`src/rtl/count_seq_pkg.sv`:
```
// Shared types and constants for the count sequencer.
//   seq_state_t : encoded FSM state, also driven out on state_o for debug LEDs
//   COUNT_W     : width of the datapath counter value
package count_seq_pkg;

  localparam int unsigned COUNT_W = 8;

  typedef enum logic [1:0] {
    IDLE      = 2'd0,
    MANUAL    = 2'd1,
    AUTO      = 2'd2,
    CELEBRATE = 2'd3
  } seq_state_t;

endpackage

```
`src/rtl/button_debounce.sv`:
```
// Push-button conditioner: 2-FF synchroniser, stable-sample debouncer and rising-edge pulse.
//   clk          in   system clock
//   reset        in   asynchronous, active-high
//   button_raw_i in   unsynchronised button, high = pressed
//   press_evt_o  out  1-cycle pulse when a debounced 0->1 level change is accepted
module button_debounce #(
  parameter int unsigned DEBOUNCE_CYC = 1_000_000
) (
  input  logic clk,
  input  logic reset,
  input  logic button_raw_i,
  output logic press_evt_o
);

  localparam int unsigned CntW = (DEBOUNCE_CYC > 1) ? $clog2(DEBOUNCE_CYC) : 1;

  logic            sync1_q, sync2_q;
  logic            level_q, level_d;
  logic [CntW-1:0] cnt_q, cnt_d;
  logic            press_q, press_d;

  // The counter tracks how many consecutive samples have differed from the accepted level;
  // any sample that agrees with the accepted level restarts the count.
  always_comb begin
    level_d = level_q;
    cnt_d   = '0;
    press_d = 1'b0;
    if (sync2_q != level_q) begin
      if (cnt_q == CntW'(DEBOUNCE_CYC - 1)) begin
        level_d = sync2_q;
        press_d = sync2_q;
      end else begin
        cnt_d = cnt_q + 1'b1;
      end
    end
  end

  always_ff @(posedge clk or posedge reset) begin
    if (reset) begin
      sync1_q <= 1'b0;
      sync2_q <= 1'b0;
      level_q <= 1'b0;
      cnt_q   <= '0;
      press_q <= 1'b0;
    end else begin
      sync1_q <= button_raw_i;
      sync2_q <= sync1_q;
      level_q <= level_d;
      cnt_q   <= cnt_d;
      press_q <= press_d;
    end
  end

  assign press_evt_o = press_q;

endmodule

```
`src/rtl/count_sequencer_ctrl.sv`:
```
// Sequencer for the 0..COUNT_MAX display counter. Converts button presses (manual) or an
// internal tick (auto) into single-cycle increment/clear commands and holds off in a
// celebrate phase while the LED animation plays. Owns no count register.
//   clk, reset    clock; asynchronous active-high reset
//   button_raw    unsynchronised push-button, high = pressed
//   run           0 forces IDLE and holds the counter cleared
//   mode_sel      0 = manual (button), 1 = auto (tick)
//   count         current counter value from the datapath
//   count_inc     1-cycle increment pulse
//   count_clr     clear: pulse on wrap, level while IDLE
//   anim_trigger  1-cycle pulse starting the LED animation
//   anim_active   high throughout CELEBRATE
//   state_o       encoded FSM state
module count_sequencer_ctrl
  import count_seq_pkg::*;
#(
  parameter int unsigned DEBOUNCE_CYC  = 1_000_000,
  parameter int unsigned AUTO_TICK_CYC = 12_500_000,
  parameter int unsigned CELEBRATE_CYC = 100_000_000,
  parameter int unsigned COUNT_MAX     = 150
) (
  input  logic               clk,
  input  logic               reset,
  input  logic               button_raw,
  input  logic               run,
  input  logic               mode_sel,
  input  logic [COUNT_W-1:0] count,
  output logic               count_inc,
  output logic               count_clr,
  output logic               anim_trigger,
  output logic               anim_active,
  output logic [1:0]         state_o
);

  localparam int unsigned TickW = (AUTO_TICK_CYC > 1) ? $clog2(AUTO_TICK_CYC) : 1;
  localparam int unsigned CelW  = (CELEBRATE_CYC > 1) ? $clog2(CELEBRATE_CYC) : 1;

  seq_state_t       state_q, state_d, run_state;
  logic [TickW-1:0] tick_q, tick_d;
  logic [CelW-1:0]  cel_q, cel_d;
  logic             inc_q, inc_d;
  logic             clr_q, clr_d;
  logic             trig_q, trig_d;
  logic             active_q, active_d;
  logic             press_evt, tick_evt, evt, terminal;

  button_debounce #(
    .DEBOUNCE_CYC (DEBOUNCE_CYC)
  ) u_debounce (
    .clk          (clk),
    .reset        (reset),
    .button_raw_i (button_raw),
    .press_evt_o  (press_evt)
  );

  always_comb begin
    run_state = mode_sel ? AUTO : MANUAL;
    tick_evt  = (state_q == AUTO) && (tick_q == TickW'(AUTO_TICK_CYC - 1));
    evt       = (state_q == MANUAL) ? press_evt :
                (state_q == AUTO)   ? tick_evt  : 1'b0;
    // Anything at or above the terminal count (including a corrupt value) wraps.
    terminal  = (count >= COUNT_W'(COUNT_MAX));

    state_d = state_q;
    cel_d   = '0;
    inc_d   = 1'b0;
    clr_d   = 1'b0;
    trig_d  = 1'b0;

    if (!run) begin
      state_d = IDLE;
    end else begin
      unique case (state_q)
        IDLE: state_d = run_state;
        MANUAL, AUTO: begin
          if (evt && terminal) begin
            clr_d   = 1'b1;
            trig_d  = 1'b1;
            state_d = CELEBRATE;
          end else begin
            inc_d   = evt;
            state_d = run_state;
          end
        end
        CELEBRATE: begin
          if (cel_q == CelW'(CELEBRATE_CYC - 1)) begin
            state_d = run_state;
          end else begin
            cel_d = cel_q + 1'b1;
          end
        end
        default: state_d = IDLE;
      endcase
    end

    // Tick timer only runs while staying in AUTO; any exit or entry restarts it at 0.
    tick_d = ((state_q == AUTO) && (state_d == AUTO) && !tick_evt) ? tick_q + 1'b1 : '0;

    // Outputs are registered against the next state so they line up with state_o.
    clr_d    = clr_d | (state_d == IDLE);
    active_d = (state_d == CELEBRATE);
  end

  always_ff @(posedge clk or posedge reset) begin
    if (reset) begin
      state_q  <= IDLE;
      tick_q   <= '0;
      cel_q    <= '0;
      inc_q    <= 1'b0;
      clr_q    <= 1'b1;
      trig_q   <= 1'b0;
      active_q <= 1'b0;
    end else begin
      state_q  <= state_d;
      tick_q   <= tick_d;
      cel_q    <= cel_d;
      inc_q    <= inc_d;
      clr_q    <= clr_d;
      trig_q   <= trig_d;
      active_q <= active_d;
    end
  end

  assign count_inc    = inc_q;
  assign count_clr    = clr_q;
  assign anim_trigger = trig_q;
  assign anim_active  = active_q;
  assign state_o      = state_q;

endmodule
```
`config.mk`:
```
export PLATFORM = sky130hd
export DESIGN_NAME = count_sequencer_ctrl
export DESIGN_NICKNAME = d
export VERILOG_FILES = /design/src/rtl/count_seq_pkg.sv /design/src/rtl/button_debounce.sv /design/src/rtl/count_sequencer_ctrl.sv
export SDC_FILE = /design/constraint.sdc
export NUM_CORES = 1
export LEC_CHECK = 0
export CELL_PAD_IN_SITES_DETAIL_PLACEMENT = 0
export CELL_PAD_IN_SITES_GLOBAL_PLACEMENT = 1
export CORE_MARGIN = 4
export CORE_UTILIZATION = 30
export DETAILED_ROUTE_END_ITERATION = 16
export PLACE_DENSITY_LB_ADDON = 0.1
export RECOVER_POWER = 100
export SYNTH_ARGS = -nofsm -noshare
export SYNTH_HDL_FRONTEND = slang
export SYNTH_HIERARCHICAL = 1
export SYNTH_SLANG_ARGS = --single-unit
```
`constraint.sdc`:
```
create_clock -name clk -period 2.5 [get_ports clk]
set_clock_uncertainty 0.1 [all_clocks]
set_input_delay 0.25 -clock clk [delete_from_list [all_inputs] [get_ports clk]]
set_output_delay 0.25 -clock clk [all_outputs]
set_load 0.005 [all_outputs]
```
==> qor.yml, run 1 <==
grt_setup_unrepaired: "true"
worstMarginPinSlew_ns: 1.30
core_mm2: 0.0140
drc: 0
finalSetupTns_ns: 0
grtUsageTotal_pct: 12.2
endpoint_kind: "flip-flop"
post_drt_wl_per_cell_um: 13.9
crit_slowest_cell: "or4b_1"
leakage_nw: 2.04
numClockSinks: 81
yosysMostFrequentCell: "dfrtp_1"
hold_class: "reg -> reg"
die_area_mm2: 0.0165
path_buf_inv: 1
cts_root_buf: "clkbuf_16"
grt_pass1_vias: 3251
ys_top_cells_by_count: "dfrtp_1, nor2_1, nand2_1"
slew_headroom_pct: 13.2
slew_viol_final: 0
powerDensity_mw_per_mm2: 572
synth_top_area_share_pct: 45.9
grt_max_degree: 39
hpwlAfterDp_um: 6280
overflow: 0
period_share_pct: 94.3
gp_congestion: 0.756
synth_fp_nets: 460
crit_family: "simple AND/OR/NAND/NOR gates"
wl_um: 9190
power.switching_w: 0.000627
pwr-share-clk_pct: 49.1
peakVddDrop_mv: 0.342
post_cts_buffers: 0
critical_path_arrival_ns: 2.53
clkSlewWorstSetupHoldPaths_ns: 0.06
n_antenna_cell: 0
pwr-share-seq_pct: 45.6
synth_top_flop_cell: "dfrtp_1"
grt_antenna_before_repair: 0
start_util_pct: 31.1
ys_types: 58
netSwitchingFraction_pct: 21.4
crit_chain: "buf_4, and4_1, or4b_1, nor4_1, xor2_1, nand2_1, nor2_1"
ant_nets: 0
cts_tree: "built"
internal_power_w: 0.00230
dr.first_iter.drc_count: 149
crit_path_max_fanout: 6
drive_above_1_share_pct: 11.9
cts_buffer_depth: 2
critPathMaxStageDelay_ns: 0.60
synth-async-reset-ratio_pct: 100
chipHeight_um: 129
synth_area_leader_cell: "dfrtp_1"
synth_area_mm2: 0.00436
insertion_delay_ns: 0.34
nets: 497
synth_area_leaders: "dfrtp_1, xnor2_1, nor2_1"
io_pins: 19
path_class: "reg -> reg"
maxCapViolCount: 0
status: "completed"
ys_seq_area_share_pct: 46.5
area_delta_synth_final_pct: 17.2
synth_edf_count: 0
synth_cells: 440
finalCoreUtilization_pct: 36.4
ys_ff_latch: 81
yosys_warnings: 6
cts_buffers: 9
cts_max_level: 3
critPathLaunchType: "flip-flop"
rows: 43
max_freq_mhz: 424
num_vias: 3156
setup_viol: 0
port-buffer-count: 17
required_ns: 2.67
grt_pass1_wl_um: 16200
via_per_inst: 4.78
die_w_um: 129
period_minus_slack_ns: 2.36
first_pass_iters: 4
finalHoldViolCount: 0
avgSynthCellArea_um2: 9.91
combPwrFrac_pct: 5.3
-- kinds of logic after synthesis --
group / synth area share (%)
mux: 0.803
xor+xnor: 12.1
flops: 46.5
buf+inv: 2.93
simple gates: 29.6
compound gates: 6.11
fa+ha+maj: 2.01
-- per-stage QoR --
step	setup slack, ns	hold WS [ns]	total power (W)	area (µm²)	std cells
CTS	0.0716	0.185	0.00300	5180	660
finish	0.142	0.251	0.00292	5110	660
global route	-0.0108	0.269	0.00305	5110	660
floorplan	0.223	0.165	0.00145	4360	440
global placement	0.0648	0.235	0.00153	4860	646
detailed placement	0.0776	0.238	0.00153	4860	646
-- area by class of cell --
| class | count | area (µm²) |
|---|---|---|
| clock buffer | 11 | 253 |
| multi-input combinational | 333 | 2180 |
| clock inverter | 3 | 65.1 |
| sequential | 81 | 2030 |
| fill | 1450 | 8930 |
| timing repair buffer | 37 | 300 |
| tap | 180 | 225 |
| inverter | 15 | 56.3 |
-- per-layer routing --
| metal | wire length (µm) | global-route usage (%) |
|---|---|---|
| met5 | 0 | 0 |
| met4 | 119 | 4.01 |
| met3 | 351 | 4.07 |
| met2 | 4100 | 18.6 |
| met1 | 4620 | 16.4 |
-- path summary, 6_finish.rpt --
path,depth (start not counted),slack (ns),from,endpoint
max,7,0.14,tick_q[0]$_DFF_PP0_,tick_q[23]$_DFF_PP0_
min,0,0.25,u_debounce/sync1_q$_DFF_PP0_,u_debounce/sync2_q$_DFF_PP0_
max reg2reg,7,0.14,tick_q[0]$_DFF_PP0_,tick_q[23]$_DFF_PP0_
min reg2reg,0,0.25,u_debounce/sync1_q$_DFF_PP0_,u_debounce/sync2_q$_DFF_PP0_
max in group asynchronous,3,0.41,reset,count_inc$_DFF_PP0_
min in group asynchronous,2,0.42,reset,cel_q[5]$_DFF_PP0_
-- placed cells by master, fill, tap and decap left out, types with 5 or more instances in the layout --
cell,n
and3_1,12
ha_1,6
nand3_1,30
o21ai_0,5
xnor2_1,31
buf_4,12
xor2_1,29
clkdlybuf4s50_1,10
nor3_1,11
a21oi_1,6
clkbuf_1,5
nand2_1,44
nand4_1,16
and4_1,5
inv_1,15
nor2_2,6
dfrtp_1,80
nor2_1,73
dlygate4sd3_1,7
clkbuf_16,9
-- power groups by stage --
stage,Sequential [W],Combinational (W),Clock (W)
final,0.00133,0.000155,0.00144
after global routing,0.00133,0.000177,0.00154
after floorplan,0.00136,0.0000987,0
after detailed placement,0.00136,0.000173,0
after CTS,0.00133,0.000174,0.00149
after global placement,0.00136,0.000175,0
-- flip-flops by register name, indices dropped and copies added (netlist names) --
register,cells
cel_q,27
tick_q,24
u_debounce/cnt_q,20
state_o,2
anim_active,1
anim_trigger,1
count_clr,1
count_inc,1
u_debounce/level_q,1
u_debounce/press_evt_o,1
u_debounce/sync1_q,1
u_debounce/sync2_q,1
-- timing repair --
action,CTS,global route
resized for setup,0,3
endpoints found under the setup margin,0,24
hold buffers,0,0
Note: power is estimated with default switching activity, not from simulation.
==> run 2: changes to the inputs <==
--- a/config.mk
+++ b/config.mk
@@ -5,6 +5,7 @@
 export SDC_FILE = /design/constraint.sdc
 export NUM_CORES = 1
 export LEC_CHECK = 0
+export CAP_MARGIN = 40
 export CELL_PAD_IN_SITES_DETAIL_PLACEMENT = 0
 export CELL_PAD_IN_SITES_GLOBAL_PLACEMENT = 1
 export CORE_MARGIN = 4
==> constraint.sdc (replaced) <==
create_clock -name clk -period 2.32 [get_ports clk]
set_clock_uncertainty 0.1 [all_clocks]
set_input_delay 0.232 -clock clk [delete_from_list [all_inputs] [get_ports clk]]
set_output_delay 0.232 -clock clk [all_outputs]
set_load 0.005 [all_outputs]
==> run 2 against run 1 <==
  * The flow now finishes with violations (capacitance limit, setup timing)
  * Cell area increased by 7.4%
  * Combinational power rose by 26%
  * Critical path depth rose by 2
  * Via count up 7.0%
  * Utilization grew 2.7 points
  * Clock-buffer cell count rose by 2
==> qor.yml, run 2 (same netlist as run 1, synthesis figures left out) <==
status: "finished, violations left"
violations: "capacitance limit, setup timing"
post_drt_wl_per_cell_um: 13.9  # -0.41%
worstMarginPinSlew_ns: 1.48  # +0.183 ns
nets: 536  # +7.8%
drc: 0  # unchanged
setup_viol: 1  # +1
grt_setup_unrepaired: "true"
cts_max_level: 3  # unchanged
period_minus_slack_ns: 2.34  # -0.0186 ns
required_ns: 2.48  # -0.19 ns
grt_pass1_vias: 3391  # +4.3%
n_antenna_cell: 0  # unchanged
dr.first_iter.drc_count: 172  # +15%
cts_buffers: 9  # unchanged
grtUsageTotal_pct: 12.5  # +0.31 points
hold_path_end: "u_debounce/sync2_q$_DFF_PP0_"
finalPower_w: 0.00315  # +7.7%
critPathMaxStageDelay_ns: 0.37  # -0.23 ns
final_cell_mix: "dfrtp_1, nor2_1, buf_4"
cts_root_buf: "clkbuf_16"
final_critical_path_setup_slack_ns: -0.0195  # -0.161 ns
wl_um: 9720  # +5.8%
io_pins: 19  # unchanged
leakage_nw: 2.25  # +11%
peakVddDrop_mv: 0.312  # -8.8%
port-buffer-count: 17  # unchanged
critical_path_arrival_ns: 2.50  # -0.03 ns
core_mm2: 0.0140  # unchanged
regToRegSetupSlack_ns: -0.02  # -0.16 ns
die_area_mm2: 0.0165  # unchanged
first_pass_iters: 5  # +1
path_class: "reg -> reg"
postPlaceCellArea_mm2: 0.00513  # +5.6%
clkSlewWorstSetupHoldPaths_ns: 0.06  # about the same
finalCoreUtilization_pct: 39.1  # +2.7 points
numClockSinks: 81  # unchanged
grt_antenna_before_repair: 0  # unchanged
min_from: "u_debounce/sync1_q$_DFF_PP0_"
overflow: 0  # unchanged
top_regs: "cel_q (27), tick_q (24), u_debounce/cnt_q (20)"
grt_pass1_wl_um: 16500  # +2.1%
hold_depth: 0  # unchanged
maxCapViolCount: 1  # +1
largest_register_ffs: 27  # unchanged
period_share_pct: 101  # +6.5 points
rows: 43  # unchanged
ant_nets: 0  # unchanged
num_vias: 3376  # +7.0%
pre_cts_ws_ns: -0.125  # -0.203 ns
cts_tree: "built"
endpoint_kind: "flip-flop"
start_util_pct: 31.1  # unchanged
top_register: "cel_q"
postCtsHoldBufs: 0  # unchanged
die_w_um: 129  # unchanged
r2r-end: "tick_q[14]$_DFF_PP0_"
finalHoldViolCount: 0  # unchanged
crit_path_max_fanout: 7  # +1
via_per_inst: 4.82  # +0.71%
r2r_start: "tick_q[1]$_DFF_PP0_"
slew_viol_final: 0  # unchanged
cts_buffer_depth: 2  # unchanged
gp_congestion: 0.783  # +3.5%
crit_slowest_cell: "dfrtp_1"
finish.instance_area_mm2: 0.00549  # +7.4%
critPathLaunchType: "flip-flop"
max_freq_mhz: 427  # +0.80%
slew_headroom_pct: 1.02  # -12 points
crit_chain: "ha_2, nand4_1, nor4_2, buf_4, a31oi_4, o311ai_4, o2111ai_4, buf_6, nor3b_2"
finalNonFillerCells: 701  # +6.2%
powerDensity_mw_per_mm2: 574  # +0.26%
grt_max_degree: 58  # +49%
dp.cells: 682  # +5.6%
hpwlAfterDp_um: 6670  # +6.1%
r2r_cells: 9  # +2
area_delta_synth_final_pct: 25.9
drive_above_1_share_pct: 21.1  # +9.2 points
insertion_delay_ns: 0.34  # about the same
final_common_cell: "dfrtp_1"
chipHeight_um: 129  # unchanged
hold_class: "reg -> reg"
run 2: cell count changes in the layout (fill, tap and decap cells not counted), moves of 3 or more:
| cell | delta |
|---|---|
| nor2_2 | +6 |
| nor2_4 | +6 |
| nor2_1 | -12 |
| buf_6 | +3 |
| buf_4 | +38 |
run 2: metal layers:
metal	up-vias	global-route usage, %	wire length (µm)
met1	1650	17.2	4790
met3	12	2.57	295
met5	-	0	0
met4	0	5.00	163
met2	42	19.4	4470
li1	1672	-	-
run 2: worst max path at each step:
stage	end	cells after the start	start	slack (ns)
CTS	tick_q[14]$_DFF_PP0_	9	tick_q[1]$_DFF_PP0_	0.002
global route	tick_q[14]$_DFF_PP0_	9	tick_q[1]$_DFF_PP0_	-0.19
global placement	tick_q[3]$_DFF_PP0_	9	tick_q[1]$_DFF_PP0_	-0.02
finish	tick_q[14]$_DFF_PP0_	9	tick_q[1]$_DFF_PP0_	-0.02
floorplan	tick_q[12]$_DFF_PP0_	10	cel_q[0]$_DFF_PP0_	0.04
detailed placement	tick_q[3]$_DFF_PP0_	9	tick_q[1]$_DFF_PP0_	-0.13
run 2: timing repair:
| action | 4_1_cts | 5_1_grt |
|---|---|---|
| cloned | 1 | 0 |
| pin swaps | 1 | 18 |
| buffers inserted | 1 | 3 |
| endpoints found under the setup margin | 24 | 24 |
| gates resized for setup | 10 | 20 |
run 2: layout make-up:
type	instances	area, µm²
timing repair buffer	76	613
inverter	15	56.3
sequential	81	2030
clock inverter	3	65.1
tap	180	225
fill	1420	8550
clock buffer	13	240
multi-input combinational	333	2260
run 2: critical path: cells and delay by family, from the launching register on:
family | cells | cell delay (ns)
and+or+nand+nor | 3 | 0.56
DFF | 1 | 0.37
buffers and inverters | 2 | 0.37
AOI/OAI and AO/OA | 3 | 0.65
adders and majority gates | 1 | 0.20
run 2: where the power goes:
group | switching [W] | internal, W | total [W]
clock | 0.000576 | 0.000944 | 0.00152
sequential | 0.00000882 | 0.00143 | 0.00143
combinational | 0.000118 | 0.0000777 | 0.000195
total | 0.000702 | 0.00245 | 0.00315
run 2: through the flow:
step / hold slack (ns) / setup TNS, ns
2_1_floorplan: 0.147 / 0
5_1_grt: 0.268 / -3.27
4_1_cts: 0.207 / 0
3_3_place_gp: 0.247 / -0.142
3_5_place_dp: 0.238 / -2.02
6_report: 0.249 / -0.0195
